--- config.mk ---
export PLATFORM = sky130hd
export DESIGN_NAME = mii_frame_generator_flat
export DESIGN_NICKNAME = d
export VERILOG_FILES = /design/src/rtl/mii_frame_generator_if.sv /design/src/rtl/mii_frame_generator.sv /design/src/flat_wrapper.sv
export SDC_FILE = /design/constraint.sdc
export NUM_CORES = 1
export LEC_CHECK = 0
export BUFFER_PORTS_ARGS = -buffer_cell sky130_fd_sc_hd__buf_4
export CAP_MARGIN = 5
export CORE_ASPECT_RATIO = 1.4
export CORE_MARGIN = 3
export CORE_UTILIZATION = 45
export DETAILED_ROUTE_END_ITERATION = 12
export MAX_ROUTING_LAYER = met4
export PLACE_DENSITY = 0.75
export SLEW_MARGIN = 15
export SYNTH_ARGS = -nofsm -noshare
export SYNTH_HDL_FRONTEND = slang
export SYNTH_SLANG_ARGS = --single-unit
export TNS_END_PERCENT = 10
--- constraint.sdc ---
create_clock -name clk -period 2.8 [get_ports clk]
set_clock_uncertainty 0.05 [all_clocks]
set_input_delay 0.14 -clock clk [delete_from_list [all_inputs] [get_ports clk]]
set_output_delay 0.14 -clock clk [all_outputs]
set_load 0.02 [all_outputs]
--- src/rtl/mii_frame_generator_if.sv ---
// mii_frame_generator_if: frame request/config inputs and MII transmit outputs of the generator
interface mii_frame_generator_if #(
   parameter int DATA_WIDTH = 64,
   parameter int CTRL_WIDTH = 8
);
   logic                  i_start;
   logic [7:0]            i_payload_len;
   logic [7:0]            i_ipg_len;
   logic [7:0]            i_seed;
   logic [DATA_WIDTH-1:0] o_tx_data;
   logic [CTRL_WIDTH-1:0] o_tx_ctrl;
   logic                  o_ready;
   logic [15:0]           o_frame_count;
   modport master (
      output i_start, i_payload_len, i_ipg_len, i_seed,
      input  o_tx_data, o_tx_ctrl, o_ready, o_frame_count
   );
   modport slave (
      input  i_start, i_payload_len, i_ipg_len, i_seed,
      output o_tx_data, o_tx_ctrl, o_ready, o_frame_count
   );
endinterface

--- src/rtl/mii_frame_generator.sv ---
// mii_frame_generator: emits START/DATA/TERM framed MII words with an incrementing payload and an enforced inter-packet gap
module mii_frame_generator #(
   parameter int         DATA_WIDTH = 64,
   parameter int         CTRL_WIDTH = 8,
   parameter logic [7:0] IDLE_CODE  = 8'h07,
   parameter logic [7:0] START_CODE = 8'hFB,
   parameter logic [7:0] TERM_CODE  = 8'hFD
) (
   input logic                  clk,
   input logic                  i_rst_n,
   mii_frame_generator_if.slave bus
);
   localparam logic [DATA_WIDTH-1:0] IDLE_WORD = {CTRL_WIDTH{IDLE_CODE}};
   typedef enum logic [2:0] {IDLE, START, DATA, TERM, GAP} state_t;
   state_t                state;
   logic [7:0]            nb;
   logic [7:0]            rem;
   logic [7:0]            ipg;
   logic [8:0]            acc;
   logic [8:0]            a_term;
   logic [7:0]            len_eff;
   logic [DATA_WIDTH-1:0] start_word;
   logic [DATA_WIDTH-1:0] data_word;
   logic [DATA_WIDTH-1:0] term_word;
   logic [CTRL_WIDTH-1:0] term_ctrl;
   // candidate next words: START from the live request, DATA/TERM from the next payload byte nb and remaining count rem
   always_comb begin
      len_eff = bus.i_payload_len < 8'd7 ? 8'd7 : bus.i_payload_len;
      a_term  = 9'd7 - {1'b0, rem};
      for (int j = 0; j < CTRL_WIDTH; j++) begin
         start_word[8*j +: 8] = j == 0 ? START_CODE : bus.i_seed + 8'(j - 1);
         data_word[8*j +: 8]  = nb + 8'(j);
         term_word[8*j +: 8]  = j < int'(rem) ? nb + 8'(j) : (j == int'(rem) ? TERM_CODE : IDLE_CODE);
         term_ctrl[j]         = j >= int'(rem);
      end
   end
   // frame sequencer: each transition loads the word belonging to the state being entered
   always_ff @(posedge clk or negedge i_rst_n)
      if (!i_rst_n) begin
         state             <= IDLE;
         bus.o_tx_data     <= IDLE_WORD;
         bus.o_tx_ctrl     <= '1;
         bus.o_ready       <= 1'b1;
         bus.o_frame_count <= '0;
         nb                <= '0;
         rem               <= '0;
         ipg               <= '0;
         acc               <= '0;
      end else
         case (state)
            IDLE:
               if (bus.i_start) begin
                  state         <= START;
                  bus.o_tx_data <= start_word;
                  bus.o_tx_ctrl <= CTRL_WIDTH'(1);
                  bus.o_ready   <= 1'b0;
                  nb            <= bus.i_seed + 8'd7;
                  rem           <= len_eff - 8'd7;
                  ipg           <= bus.i_ipg_len;
               end
            START, DATA:
               if (rem >= 8'd8) begin
                  state         <= DATA;
                  bus.o_tx_data <= data_word;
                  bus.o_tx_ctrl <= '0;
                  nb            <= nb + 8'd8;
                  rem           <= rem - 8'd8;
               end else begin
                  state         <= TERM;
                  bus.o_tx_data <= term_word;
                  bus.o_tx_ctrl <= term_ctrl;
               end
            TERM: begin
               bus.o_frame_count <= bus.o_frame_count + 16'd1;
               bus.o_tx_data     <= IDLE_WORD;
               bus.o_tx_ctrl     <= '1;
               if (a_term >= {1'b0, ipg}) begin
                  state       <= IDLE;
                  bus.o_ready <= 1'b1;
               end else begin
                  state <= GAP;
                  acc   <= a_term + 9'd8;
               end
            end
            GAP:
               if (acc >= {1'b0, ipg}) begin
                  state       <= IDLE;
                  bus.o_ready <= 1'b1;
               end else
                  acc <= acc + 9'd8;
            default: begin
               state         <= IDLE;
               bus.o_tx_data <= IDLE_WORD;
               bus.o_tx_ctrl <= '1;
               bus.o_ready   <= 1'b1;
            end
         endcase
endmodule

--- src/flat_wrapper.sv ---
// flat-port wrapper written by rule: the top's interface ports become plain ports
module mii_frame_generator_flat 
#(
   parameter int         DATA_WIDTH = 64,
   parameter int         CTRL_WIDTH = 8,
   parameter logic [7:0] IDLE_CODE  = 8'h07,
   parameter logic [7:0] START_CODE = 8'hFB,
   parameter logic [7:0] TERM_CODE  = 8'hFD
)
  (clk, i_rst_n, bus_i_start, bus_i_payload_len, bus_i_ipg_len, bus_i_seed, bus_o_tx_data, bus_o_tx_ctrl, bus_o_ready, bus_o_frame_count);
  mii_frame_generator_if #(.DATA_WIDTH(DATA_WIDTH), .CTRL_WIDTH(CTRL_WIDTH)) bus_i ();
  input logic clk;
  input logic i_rst_n;
  input wire logic [$bits(bus_i.i_start)-1:0] bus_i_start;
  input wire logic [$bits(bus_i.i_payload_len)-1:0] bus_i_payload_len;
  input wire logic [$bits(bus_i.i_ipg_len)-1:0] bus_i_ipg_len;
  input wire logic [$bits(bus_i.i_seed)-1:0] bus_i_seed;
  output wire logic [$bits(bus_i.o_tx_data)-1:0] bus_o_tx_data;
  output wire logic [$bits(bus_i.o_tx_ctrl)-1:0] bus_o_tx_ctrl;
  output wire logic [$bits(bus_i.o_ready)-1:0] bus_o_ready;
  output wire logic [$bits(bus_i.o_frame_count)-1:0] bus_o_frame_count;
  assign bus_i.i_start = bus_i_start;
  assign bus_i.i_payload_len = bus_i_payload_len;
  assign bus_i.i_ipg_len = bus_i_ipg_len;
  assign bus_i.i_seed = bus_i_seed;
  assign bus_o_tx_data = bus_i.o_tx_data;
  assign bus_o_tx_ctrl = bus_i.o_tx_ctrl;
  assign bus_o_ready = bus_i.o_ready;
  assign bus_o_frame_count = bus_i.o_frame_count;
  mii_frame_generator #(.DATA_WIDTH(DATA_WIDTH), .CTRL_WIDTH(CTRL_WIDTH), .IDLE_CODE(IDLE_CODE), .START_CODE(START_CODE), .TERM_CODE(TERM_CODE)) u_core (.clk(clk), .i_rst_n(i_rst_n), .bus(bus_i));
endmodule
Word level (Yosys, flattened, before mapping) --
Cells that the tools add are included.
Word-level totals: register bits after elaboration 125, bits in latches 0, RAM bits 0, ROM bits 0, input port bits 27, output and inout port bits 89, logic and storage cells 121, memories 0
Cells by class: add/subtract/negate cells 21, multiply operators 0, divide/modulo/power cells 0, order comparisons 20, equality and inequality tests 17, shifts and indexed selects 0, mux-type cells 41, bitwise gates (word level) 2, reduce and logical (&&, ||, !) cells 11
Operators by type and width (number):
- 64-bit one-hot mux with 3 select lines | 1
- 8-bit 2-to-1 mux | 23
- 64-bit 2-to-1 mux | 2
- 8-bit by 3-bit adder with 8-bit output, second input constant | 8
- 8-bit by 2-bit adder with 8-bit output, second input constant | 4
- 4-bit by 8-bit equality test with 1-bit output, first input constant | 4
- 3-bit by 8-bit greater-or-equal comparator with 1-bit output, first input constant | 4
- 3-bit by 8-bit less-than comparator with 1-bit output, first input constant | 4
- 8-bit one-hot mux with 2 select lines | 2
- 8-bit one-hot mux with 3 select lines | 1
- 9-bit by 4-bit adder with 9-bit output, second input constant | 2
- 9-bit by 8-bit greater-or-equal comparator with 1-bit output | 2
- 9-bit 2-to-1 mux | 2
- 9-bit one-hot mux with 2 select lines | 1
- 16-bit by 1-bit adder with 16-bit output, second input constant | 1
- 8-bit by 1-bit adder with 8-bit output, second input constant | 2
- 3-bit by 8-bit equality test with 1-bit output, first input constant | 2
- 1-bit by 8-bit greater-or-equal comparator with 1-bit output, first input constant | 2
- 2-bit by 8-bit greater-or-equal comparator with 1-bit output, first input constant | 2
- 1-bit by 8-bit less-than comparator with 1-bit output, first input constant | 2
- 2-bit by 8-bit less-than comparator with 1-bit output, first input constant | 2
- 3-bit one-hot mux with 4 select lines | 1
- 3-bit 2-to-1 mux | 3
- 3-bit by 8-bit subtractor with 9-bit output, first input constant | 1
- other kinds (21) | 34

Logic depth before layout (Yosys ltp) --
depth in word-level cells 5, gate-level depth with buffers 12, gate-level depth less buffers 12

Worst setup path after synthesis --
No wires, ideal clock.
path type register to register, start point register u_core.rem[3], end point register u_core.acc[4], arrival time 2.820 ns, required time 2.625 ns, setup slack -0.195 ns, cell stages (with the launch flop) 13, period minus slack after synthesis 2.995 ns, cell sequence dfrtp_1 > inv_1 > ha_1 > or3b_2 > xnor2_1 > inv_1 > ha_1 > and3_1 > nand3_1 > o2111ai_1 > and2_4 > buf_6 > mux2_4
Between the ends: longest elaborated chain between the ends 4, elaborated cells between the ends (all ways) 7, those cells by class add/sub: 2; order compare: 1; eq/ne: 1; mux: 2; reduce/logical: 1
Ends and longest elaborated chain:
- start: declaration | line mii_frame_generator.sv:17 | logic [7:0] rem;
- start signal: assignment | line mii_frame_generator.sv:58 | rem <= len_eff - 8'd7;
- start signal: assignment | line mii_frame_generator.sv:67 | rem <= rem - 8'd8;
- 3-bit by 8-bit subtractor with 9-bit output (*) | line mii_frame_generator.sv:29 | a_term = 9'd7 - {1'b0, rem};
- 9-bit by 4-bit adder with 9-bit output or 9-bit by 8-bit greater-or-equal comparator with 1-bit output (tied branches) | line mii_frame_generator.sv:82, mii_frame_generator.sv:77
- 9-bit 2-to-1 mux or 2-bit != test (tied branches)
- 9-bit one-hot mux with 2 select lines or 3-bit AND reduction (tied branches)
- end signal: assignment | line mii_frame_generator.sv:82 | acc <= a_term + 9'd8;
- end signal: assignment | line mii_frame_generator.sv:90 | acc <= acc + 9'd8;
- end: declaration | line mii_frame_generator.sv:19 | logic [8:0] acc;
Every way passes the cells marked *; elsewhere a longest branch is shown, timed or not. The select of a mux whose other input is x is not followed. A chain may end at the register's enable or synchronous reset.

Worst setup path after layout --
Same ends and word-level chain as after synthesis.

==> impl_metrics.env <==
export IMPL_root_buffer="clkbuf_16"
export IMPL_routabilityCongestion=0.9435
export IMPL_synth_top_flop_cell="dfrtp_1"
export IMPL_r2r_slack_ns=0.03
export IMPL_dpl_cell_area_um2=8786
export IMPL_synth_async_reset_ratio=1.000
export IMPL_drc_errors=0
export IMPL_endpoint_kind="flop"
export IMPL_num_rows=55
export IMPL_fin_crit_sh=0.9878
export IMPL_worstMarginPinSlew_ns=0.8024
export IMPL_finalHoldViolations=0
export IMPL_synthesis_area_um2=7626
export IMPL_cap_violations=0
export IMPL_ant_nets=0
export IMPL_ios=116
export IMPL_power_density_nw_per_um2=1339
export IMPL_routed_via_count=6841
export IMPL_syn_area_per_cell_um2=8.796
export IMPL_grt_pass1_vias=6640
export IMPL_drv_slew=0
export IMPL_initial_core_util=0.4656
export IMPL_clock_sinks=125
export IMPL_holdPathStages=3
export IMPL_cts_buffer_depth=2
export IMPL_area_sequential_um2=3171
export IMPL_final_cells=1208
export IMPL_hold_class="primary input to flop"
export IMPL_gr_total_overflow=0
export IMPL_fill_cells=1418
export IMPL_syn_nets=935
export IMPL_insertion_delay_ns=0.42
export IMPL_cts_clk_slew_worst_paths_ns=0.06
export IMPL_grt_max_degree=52
export IMPL_period_minus_slack_ns=2.766
export IMPL_crit_required_ns=3.05
export IMPL_fp_dieH_um=160.0
export IMPL_first_pass_iters=5
export IMPL_setup_worst_path_class="flop to flop"
export IMPL_rsz0062_at_grt="true"
export IMPL_synth_seq_cells=125
export IMPL_timing_rr_start="u_core.rem[3]"
export IMPL_post_drt_via_cell_ratio=5.663
export IMPL_reg2reg_depth=11
export IMPL_multiInputGateArea_um2=4194
export IMPL_cts_buffers=17
export IMPL_yosysWarnings=0
export IMPL_mostFrequentLayoutCell="buf_4"
export IMPL_setup_ws_ns=0.03419
export IMPL_port_buffers=115
export IMPL_core_um2=16380
export IMPL_final_setup_tns_ns=0
export IMPL_design_area_um2=9533
export IMPL_slew_headroom=0.4650
export IMPL_die_w_um=116.0
export IMPL_setup_viol=0
export IMPL_postSynthCellCount=867
export IMPL_finalNetCount=1064
export IMPL_power_mw=12.77
export IMPL_die_area_um2=18570
export IMPL_synth_edf_count=0
export IMPL_routed_wl_mm=22.18
export IMPL_drive_above_1_share=0.2408
export IMPL_rr_endpoint="u_core.acc[4]"
export IMPL_max_freq_mhz=361.6
export IMPL_grt_use_total=0.2468
export IMPL_hold_end="u_core.rem[3]"
export IMPL_cts_tree="yes"
export IMPL_antenna_found_initial=0
export IMPL_mostFrequentLayoutCells="buf_4 (152), nand2_1 (115), dfrtp_1 (91)"
export IMPL_power_leakage_nw=4.355
export IMPL_seq_area_frac_synth=0.4156
export IMPL_vdd_drop_max_v=0.0007135
export IMPL_arrival_ns=3.01
export IMPL_ys_types=63
export IMPL_dr_first_iter_drc_count=590
export IMPL_antenna_cells=0
export IMPL_dp_slack_ns=-0.04356
export IMPL_hold_start="bus_i_payload_len[3]"
export IMPL_h_tree_depth=4
export IMPL_status="complete, no violations"
export IMPL_grt_pass1_wl_mm=34.73
export IMPL_wl_per_cell_um=18.36
export IMPL_post_dp_hpwl_mm=16.36
export IMPL_worstPathMaxFanout=4
export IMPL_areaGrowthSynthToFinish_pct=25.00
export IMPL_startpoint_type="flop"
export IMPL_dp_cells=1162
-- timing repair --
item,CTS,global route
endpoints found under the hold margin,42,0
pin swaps,0,5
hold buffers,11,0
resized for setup,1,14
setup endpoints to repair,1,9
setup buffers,0,3
-- cell type report --
type / instances / area share
Clock inverter: 9 / 0.005906
Tap cell: 199 / 0.02612
Clock buffer: 23 / 0.05119
Timing Repair Buffer: 163 / 0.1313
Multi-Input combinational cell: 656 / 0.4400
Inverter: 33 / 0.01299
Sequential cell: 125 / 0.3326
-- report_power, final --
group	leakage (nW)	total [mW]	internal [mW]	switching, mW
clock network	0.275	2.04	1.22	0.816
registers	1.48	3.51	2.81	0.699
logic	2.60	7.22	2.96	4.26
total	4.36	12.8	6.99	5.77
-- worst max path at each step --
stage / to / startpoint / slack [ns]
after floorplan: u_core.acc[4] / u_core.rem[3] / 0.006
after global placement: u_core.acc[7] / u_core.rem[3] / 0.04
after detailed placement: u_core.acc[7] / u_core.rem[4] / -0.04
after CTS: u_core.acc[7] / u_core.rem[3] / 0.0007
after global routing: u_core.acc[4] / u_core.rem[4] / -0.06
final: u_core.acc[4] / u_core.rem[3] / 0.03
-- registers in the layout, indices dropped and copies added (netlist names) --
signal,cells
u_core.bus.o_frame_count,16
u_core.state,3
u_core.bus.o_ready,1
u_core.acc,9
u_core.bus.o_tx_ctrl,8
u_core.ipg,8
u_core.bus.o_tx_data,64
u_core.rem,8
u_core.nb,8
-- synth_stat cells, types with 3 or more instances --
master / count / area share
nand2b_1: 7 / 0.0057
a21o_1: 3 / 0.0030
or2_2: 3 / 0.0025
o22ai_1: 7 / 0.0057
buf_6: 3 / 0.0044
xnor2_1: 51 / 0.059
nor2_1: 90 / 0.044
or3_1: 4 / 0.0033
and3_1: 5 / 0.0041
buf_1: 6 / 0.0030
nor2b_1: 9 / 0.0074
nand4_1: 8 / 0.0066
inv_1: 32 / 0.016
nor3_1: 5 / 0.0033
a22oi_1: 12 / 0.012
nand2_1: 115 / 0.057
o22a_1: 8 / 0.0092
o32a_1: 3 / 0.0039
a21oi_1: 86 / 0.056
a221o_1: 19 / 0.025
nand3_1: 30 / 0.020
clkbuf_1: 36 / 0.018
xor2_1: 44 / 0.051
a31oi_1: 11 / 0.0090
o31ai_1: 4 / 0.0039
a211oi_1: 3 / 0.0030
dfrtp_1: 92 / 0.30
dfstp_2: 33 / 0.11
buf_2: 7 / 0.0046
ha_1: 41 / 0.067
o21ai_0: 52 / 0.034
-- metrics by stage --
stage               utilization  hold WS (ns)
detailed placement       0.5364        0.1552
floorplan                     -       -0.2056
global route             0.5820       0.01552
CTS                      0.5764      0.008203
global placement         0.5364        0.1518
finish                   0.5820       0.01297
-- routing by layer --
| layer | vias up | wire, um | GRT usage |
|---|---|---|---|
| met5 | - | 0 | - |
| met4 | 0 | 877 | 0.1098 |
| met3 | 54 | 1084 | 0.04625 |
| met2 | 229 | 11120 | 0.4015 |
| met1 | 3291 | 9091 | 0.2947 |
| li1 | 3267 | - | - |
-- critical path, cell delays in order (launching register included) --
cell and delay, ns:
dfrtp_2 0.42, inv_2 0.09, ha_4 0.13, or3b_4 0.39
xnor2_2 0.19, inv_2 0.07, ha_4 0.27, and3_4 0.20
nand3_4 0.08, o2111ai_4 0.24, and2_4 0.21, mux2_4 0.29
-- logic make-up after synthesis --
kind of cell / Yosys count / share of synthesized area
xor+xnor: 95 / 0.1091
simple gates: 290 / 0.1695
buf+inv: 86 / 0.04692
fa+ha+maj: 41 / 0.06727
compound gates: 226 / 0.1852
flops: 125 / 0.4156
mux: 4 / 0.006398
No activity file was read; power rests on OpenSTA's default activity.
